==> src/rtl/ram_fifo_if.sv <==
// Push/pop and RAM-side bundle for ram_fifo_ctrl. FIFO_ERR_FLAGS_EN adds the
// sticky overflow/underflow flags.
interface ram_fifo_if #(
    parameter int unsigned DATA_WIDTH = 8,
    parameter int unsigned ADDR_WIDTH = 6
);
    logic                  push;
    logic [DATA_WIDTH-1:0] push_data;
    logic                  pop;
    logic [DATA_WIDTH-1:0] pop_data;
    logic                  pop_valid;
    logic                  full;
    logic                  empty;
    logic [ADDR_WIDTH:0]   count;
    logic                  ram_we;
    logic [DATA_WIDTH-1:0] ram_wdata;
    logic [ADDR_WIDTH-1:0] ram_waddr;
    logic [ADDR_WIDTH-1:0] ram_raddr;
    logic [DATA_WIDTH-1:0] ram_q;
`ifdef FIFO_ERR_FLAGS_EN
    logic                  overflow;
    logic                  underflow;
`endif

    // Requester plus RAM side: drives requests and the RAM read data.
    modport master (
`ifdef FIFO_ERR_FLAGS_EN
        input  overflow, underflow,
`endif
        output push, push_data, pop, ram_q,
        input  pop_data, pop_valid, full, empty, count,
        input  ram_we, ram_wdata, ram_waddr, ram_raddr
    );

    // The FIFO controller.
    modport slave (
`ifdef FIFO_ERR_FLAGS_EN
        output overflow, underflow,
`endif
        input  push, push_data, pop, ram_q,
        output pop_data, pop_valid, full, empty, count,
        output ram_we, ram_wdata, ram_waddr, ram_raddr
    );
endinterface

==> src/rtl/ram_fifo_ctrl.sv <==
// FIFO controller in front of a dual-address RAM with 1-cycle registered read.
// Define FIFO_ERR_FLAGS_EN to add sticky overflow/underflow outputs.
module ram_fifo_ctrl #(
    parameter int unsigned DATA_WIDTH = 8,
    parameter int unsigned ADDR_WIDTH = 6
) (
    input  logic       clk,
    input  logic       rst,
    ram_fifo_if.slave  bus
);
    localparam int unsigned DEPTH   = 2 ** ADDR_WIDTH;
    localparam int unsigned CNT_W   = ADDR_WIDTH + 1;

    logic [ADDR_WIDTH-1:0] wr_ptr;
    logic [ADDR_WIDTH-1:0] rd_ptr;
    logic [CNT_W-1:0]      count_q;
    logic                  pop_valid_q;
    logic                  full_c;
    logic                  empty_c;
    logic                  push_ok;
    logic                  pop_ok;

    assign full_c  = (count_q == CNT_W'(DEPTH));
    assign empty_c = (count_q == '0);
    assign push_ok = bus.push & ~full_c;
    assign pop_ok  = bus.pop  & ~empty_c;

    // RAM controls follow the pointers directly; pop data comes straight off q.
    assign bus.ram_we    = push_ok;
    assign bus.ram_waddr = wr_ptr;
    assign bus.ram_wdata = bus.push_data;
    assign bus.ram_raddr = rd_ptr;
    assign bus.pop_data  = bus.ram_q;
    assign bus.pop_valid = pop_valid_q;
    assign bus.full      = full_c;
    assign bus.empty     = empty_c;
    assign bus.count     = count_q;

    // Pointers wrap naturally at DEPTH since they are exactly ADDR_WIDTH bits.
    always_ff @(posedge clk or posedge rst) begin
        if (rst) begin
            wr_ptr      <= '0;
            rd_ptr      <= '0;
            count_q     <= '0;
            pop_valid_q <= 1'b0;
        end else begin
            pop_valid_q <= pop_ok;
            if (push_ok) wr_ptr <= wr_ptr + ADDR_WIDTH'(1);
            if (pop_ok)  rd_ptr <= rd_ptr + ADDR_WIDTH'(1);
            case ({push_ok, pop_ok})
                2'b10:   count_q <= count_q + CNT_W'(1);
                2'b01:   count_q <= count_q - CNT_W'(1);
                default: count_q <= count_q;
            endcase
        end
    end

`ifdef FIFO_ERR_FLAGS_EN
    logic overflow_q;
    logic underflow_q;

    // Sticky until reset: record any request rejected for lack of room/data.
    always_ff @(posedge clk or posedge rst) begin
        if (rst) begin
            overflow_q  <= 1'b0;
            underflow_q <= 1'b0;
        end else begin
            overflow_q  <= overflow_q  | (bus.push & full_c);
            underflow_q <= underflow_q | (bus.pop  & empty_c);
        end
    end

    assign bus.overflow  = overflow_q;
    assign bus.underflow = underflow_q;
`endif
endmodule

==> src/flat_wrapper.sv <==
// flat-port wrapper written by rule: the top's interface ports become plain ports
module ram_fifo_ctrl_flat 
#(
    parameter int unsigned DATA_WIDTH = 8,
    parameter int unsigned ADDR_WIDTH = 6
)
  (clk, rst, bus_push, bus_push_data, bus_pop, bus_ram_q, bus_pop_data, bus_pop_valid, bus_full, bus_empty, bus_count, bus_ram_we, bus_ram_wdata, bus_ram_waddr, bus_ram_raddr);
  ram_fifo_if #(.DATA_WIDTH(DATA_WIDTH), .ADDR_WIDTH(ADDR_WIDTH)) bus_i ();
  input  logic clk;
  input  logic rst;
  input wire logic [$bits(bus_i.push)-1:0] bus_push;
  input wire logic [$bits(bus_i.push_data)-1:0] bus_push_data;
  input wire logic [$bits(bus_i.pop)-1:0] bus_pop;
  input wire logic [$bits(bus_i.ram_q)-1:0] bus_ram_q;
  output wire logic [$bits(bus_i.pop_data)-1:0] bus_pop_data;
  output wire logic [$bits(bus_i.pop_valid)-1:0] bus_pop_valid;
  output wire logic [$bits(bus_i.full)-1:0] bus_full;
  output wire logic [$bits(bus_i.empty)-1:0] bus_empty;
  output wire logic [$bits(bus_i.count)-1:0] bus_count;
  output wire logic [$bits(bus_i.ram_we)-1:0] bus_ram_we;
  output wire logic [$bits(bus_i.ram_wdata)-1:0] bus_ram_wdata;
  output wire logic [$bits(bus_i.ram_waddr)-1:0] bus_ram_waddr;
  output wire logic [$bits(bus_i.ram_raddr)-1:0] bus_ram_raddr;
  assign bus_i.push = bus_push;
  assign bus_i.push_data = bus_push_data;
  assign bus_i.pop = bus_pop;
  assign bus_i.ram_q = bus_ram_q;
  assign bus_pop_data = bus_i.pop_data;
  assign bus_pop_valid = bus_i.pop_valid;
  assign bus_full = bus_i.full;
  assign bus_empty = bus_i.empty;
  assign bus_count = bus_i.count;
  assign bus_ram_we = bus_i.ram_we;
  assign bus_ram_wdata = bus_i.ram_wdata;
  assign bus_ram_waddr = bus_i.ram_waddr;
  assign bus_ram_raddr = bus_i.ram_raddr;
  ram_fifo_ctrl #(.DATA_WIDTH(DATA_WIDTH), .ADDR_WIDTH(ADDR_WIDTH)) u_core (.clk(clk), .rst(rst), .bus(bus_i));
endmodule
==> config.mk <==
export PLATFORM = sky130hd
export DESIGN_NAME = ram_fifo_ctrl_flat
export DESIGN_NICKNAME = d
export VERILOG_FILES = /design/src/rtl/ram_fifo_if.sv /design/src/rtl/ram_fifo_ctrl.sv /design/src/flat_wrapper.sv
export SDC_FILE = /design/constraint.sdc
export NUM_CORES = 1
export LEC_CHECK = 0
export BUFFER_PORTS_ARGS = -buffer_cell sky130_fd_sc_hd__buf_2
export CORE_MARGIN = 2
export CORE_UTILIZATION = 50
export DETAILED_ROUTE_END_ITERATION = 6
export HOLD_SLACK_MARGIN = 0.15
export PLACE_DENSITY = 0.86
export SLEW_MARGIN = 20
export SYNTH_ARGS = -nofsm -noshare
export SYNTH_HDL_FRONTEND = slang
export SYNTH_SLANG_ARGS = --single-unit
==> constraint.sdc <==
create_clock -name clk -period 8.03 [get_ports clk]
set_input_delay 1.2045 -clock clk [delete_from_list [all_inputs] [get_ports clk]]
set_output_delay 1.2045 -clock clk [all_outputs]
set_load 0.03 [all_outputs]
==> results.sh <==
export IMPL_status="finished clean"
export IMPL_cp_max_fo=10
export IMPL_drt_first_iter_violations=24
export IMPL_setup_viol=0
export IMPL_vias=955
export IMPL_syn_to_final_growth_pct=5.12
export IMPL_critical_path_arrival_ps=3570
export IMPL_cpMaxStageDelayCell="or4_4"
export IMPL_final_nets=168
export IMPL_wl_per_cell_um=15.5
export IMPL_synth_top_cell_area_share_pct=38.6
export IMPL_final_util_pct=55.5
export IMPL_grt_pass1_vias=891
export IMPL_hold_ws_ps=484
export IMPL_overflow=0
export IMPL_hold_class="flip-flop to flip-flop"
export IMPL_finalCritPeriodShare_pct=41.7
export IMPL_pin_count=59
export IMPL_cp_end_kind="flip-flop"
export IMPL_synth_seq_cells=20
export IMPL_yosysSeqAreaShare_pct=38.6
export IMPL_fin_skew_ps=5.95
export IMPL_rsz0062_at_grt="no"
export IMPL_grt_max_degree=21
export IMPL_maxCapViolations=0
export IMPL_cts_hold_buffers=0
export IMPL_crit_path_start_kind="flip-flop"
export IMPL_synth_area_leader_cell="dfrtp_1"
export IMPL_synthTopCellsByArea="dfrtp_1, buf_4, ha_1"
export IMPL_hpwlAfterDp_mm=1.98
export IMPL_rows=18
export IMPL_die_h_um=54.9
export IMPL_p_leak_uw=0.000695
export IMPL_antenna_left=0
export IMPL_crit_chain="or4_4 > nor4_4 > or2b_2 > ha_1 > inv_1 > fa_1 > nor2b_1 > o21a_1 > nand4b_1 > a41oi_1"
export IMPL_p_per_area_mw_per_mm2=451
export IMPL_drtPass1Iterations=4
export IMPL_coreArea_sq_mm=0.00245
export IMPL_antenna_found_initial=0
export IMPL_initial_utilization_pct=52.8
export IMPL_io_buffers=26
export IMPL_synth_edf_count=0
export IMPL_grt_pass1_wl_mm=3.84
export IMPL_cts_tree="built"
export IMPL_drive_gt1_share_pct=27.0
export IMPL_synthTopCellsByCount="dfrtp_1, buf_4, nand2_1, xor2_1, ha_1"
export IMPL_ys_flop_type="dfrtp_1"
export IMPL_grt_usage_pct=18.0
export IMPL_cts_setup_buffers=0
export IMPL_diodes=0
export IMPL_cts_buffers=3
export IMPL_root_buffer="clkbuf_4"
export IMPL_clockBufferDepth=2
export IMPL_cts_resized_gates=0
export IMPL_yosysMostFrequentCell="dfrtp_1"
export IMPL_die_w_um=54.9
export IMPL_cpLargestDelayFamily="simple AND/OR/NAND/NOR gates"
export IMPL_cts_sinks=20
export IMPL_clock_latency_ps=300
export IMPL_htree_levels=1
export IMPL_ir_drop_mv=0.236
export IMPL_cp_required_ps=8250
export IMPL_syn_inst=125
export IMPL_finalCriticalPeriod_ps=3350
export IMPL_relSlewSlack_pct=50.5
export IMPL_critPathBufInv=1
export IMPL_path_class="flip-flop to flip-flop"
export IMPL_yosys_warnings=0
export IMPL_hold_violations=0
export IMPL_drt_total_wl_mm=2.59
export IMPL_critical_path_max_stage_delay_ps=600
export IMPL_post_route_drc_count=0
export IMPL_timing_fmax_mhz=299
export IMPL_syn_area_sq_mm=0.00129
export IMPL_post_synth_cell_area_avg_sq_um=10.4
export IMPL_synth_nets=154
export IMPL_cts_clk_slew_worst_paths_ps=110
export IMPL_reg2reg_slack_ps=4680
export IMPL_setup_tns_final_ps=0
export IMPL_die_area_sq_mm=0.00301
export IMPL_ys_types=39
export IMPL_async_flop_share_pct=100
export IMPL_globalplace_congestion=0.850
export IMPL_worstMarginPinSlew_ps=742
export IMPL_report_final_slew_viol_count=0
export IMPL_vias_per_cell=5.72
-- cell families (layout without fill, tap and decap cells) --
kind of cell    Yosys count  in the layout  share of synthesized area, %
buf+inv                  24             36                          11.6
flops                    20             20                          38.6
fa+ha+maj                 9              9                          9.28
compound gates           18             18                          11.6
xor+xnor                 13             13                          8.79
mux                       4              4                          3.57
simple gates             37             37                          16.5
-- sequential cells by signal, indices dropped and copies added, names as in the netlist --
signal / count
u_core.bus.pop_valid: 1
u_core.bus.ram_raddr: 6
u_core.bus.count: 7
u_core.bus.ram_waddr: 6
-- layer usage --
layer | global-route usage, % | vias up | share of wire [%]
met5 | 0 | - | 0
li1 | - | 447 | -
met1 | 19.9 | 464 | 42
met3 | 1.88 | 10 | 6.2
met2 | 33.5 | 34 | 50
met4 | 9.35 | 0 | 2.1
-- metrics by stage --
step           power, uW  setup WS (ps)  cell area [sq um]  std cells
2_1_floorplan        481           4630               1290        125
3_3_place_gp         549           4770               1340        164
3_5_place_dp         569           4640               1340        164
4_1_cts              616           4720               1360        167
5_1_grt              655           4470               1360        167
6_report             613           4680               1360        167
-- layout make-up --
cell class                 count  area [sq um]
fill                         196          1090
sequential                    20           500
inverter                       7          26.3
multi-input combinational     81           644
timing repair buffer          26           130
clock buffer                   3          22.5
tap                           30          37.5
-- report_power, final --
| part | total, uW | internal (uW) | switching, uW |
|---|---|---|---|
| Clock | 46.6 | 17.5 | 29.1 |
| Combinational | 351 | 128 | 222 |
| Sequential | 216 | 150 | 65.7 |
| Total | 613 | 296 | 317 |
-- cell usage in the layout, fill, tap and decap left out, types with 3 or more instances in the layout --
cell type / instances
a21o_1: 3
buf_2: 26
clkbuf_4: 3
dfrtp_1: 20
ha_1: 8
inv_1: 7
nand2_1: 10
nor2_1: 7
nor3_1: 4
o21ai_0: 3
xnor2_1: 3
xor2_1: 10
-- final timing paths --
path                                    startpoint                       to  cells after the start
setup reg to reg               u_core.bus.count[0]      u_core.bus.count[6]                     10
min in group asynchronous                      rst  u_core.bus.ram_waddr[5]                      2
max in group asynchronous                      rst  u_core.bus.ram_waddr[3]                      2
hold reg to reg            u_core.bus.ram_raddr[5]  u_core.bus.ram_raddr[5]                      1
hold / removal             u_core.bus.ram_raddr[5]  u_core.bus.ram_raddr[5]                      1
setup / recovery               u_core.bus.count[0]      u_core.bus.count[6]                     10
No activity file was read; power rests on OpenSTA's default activity.
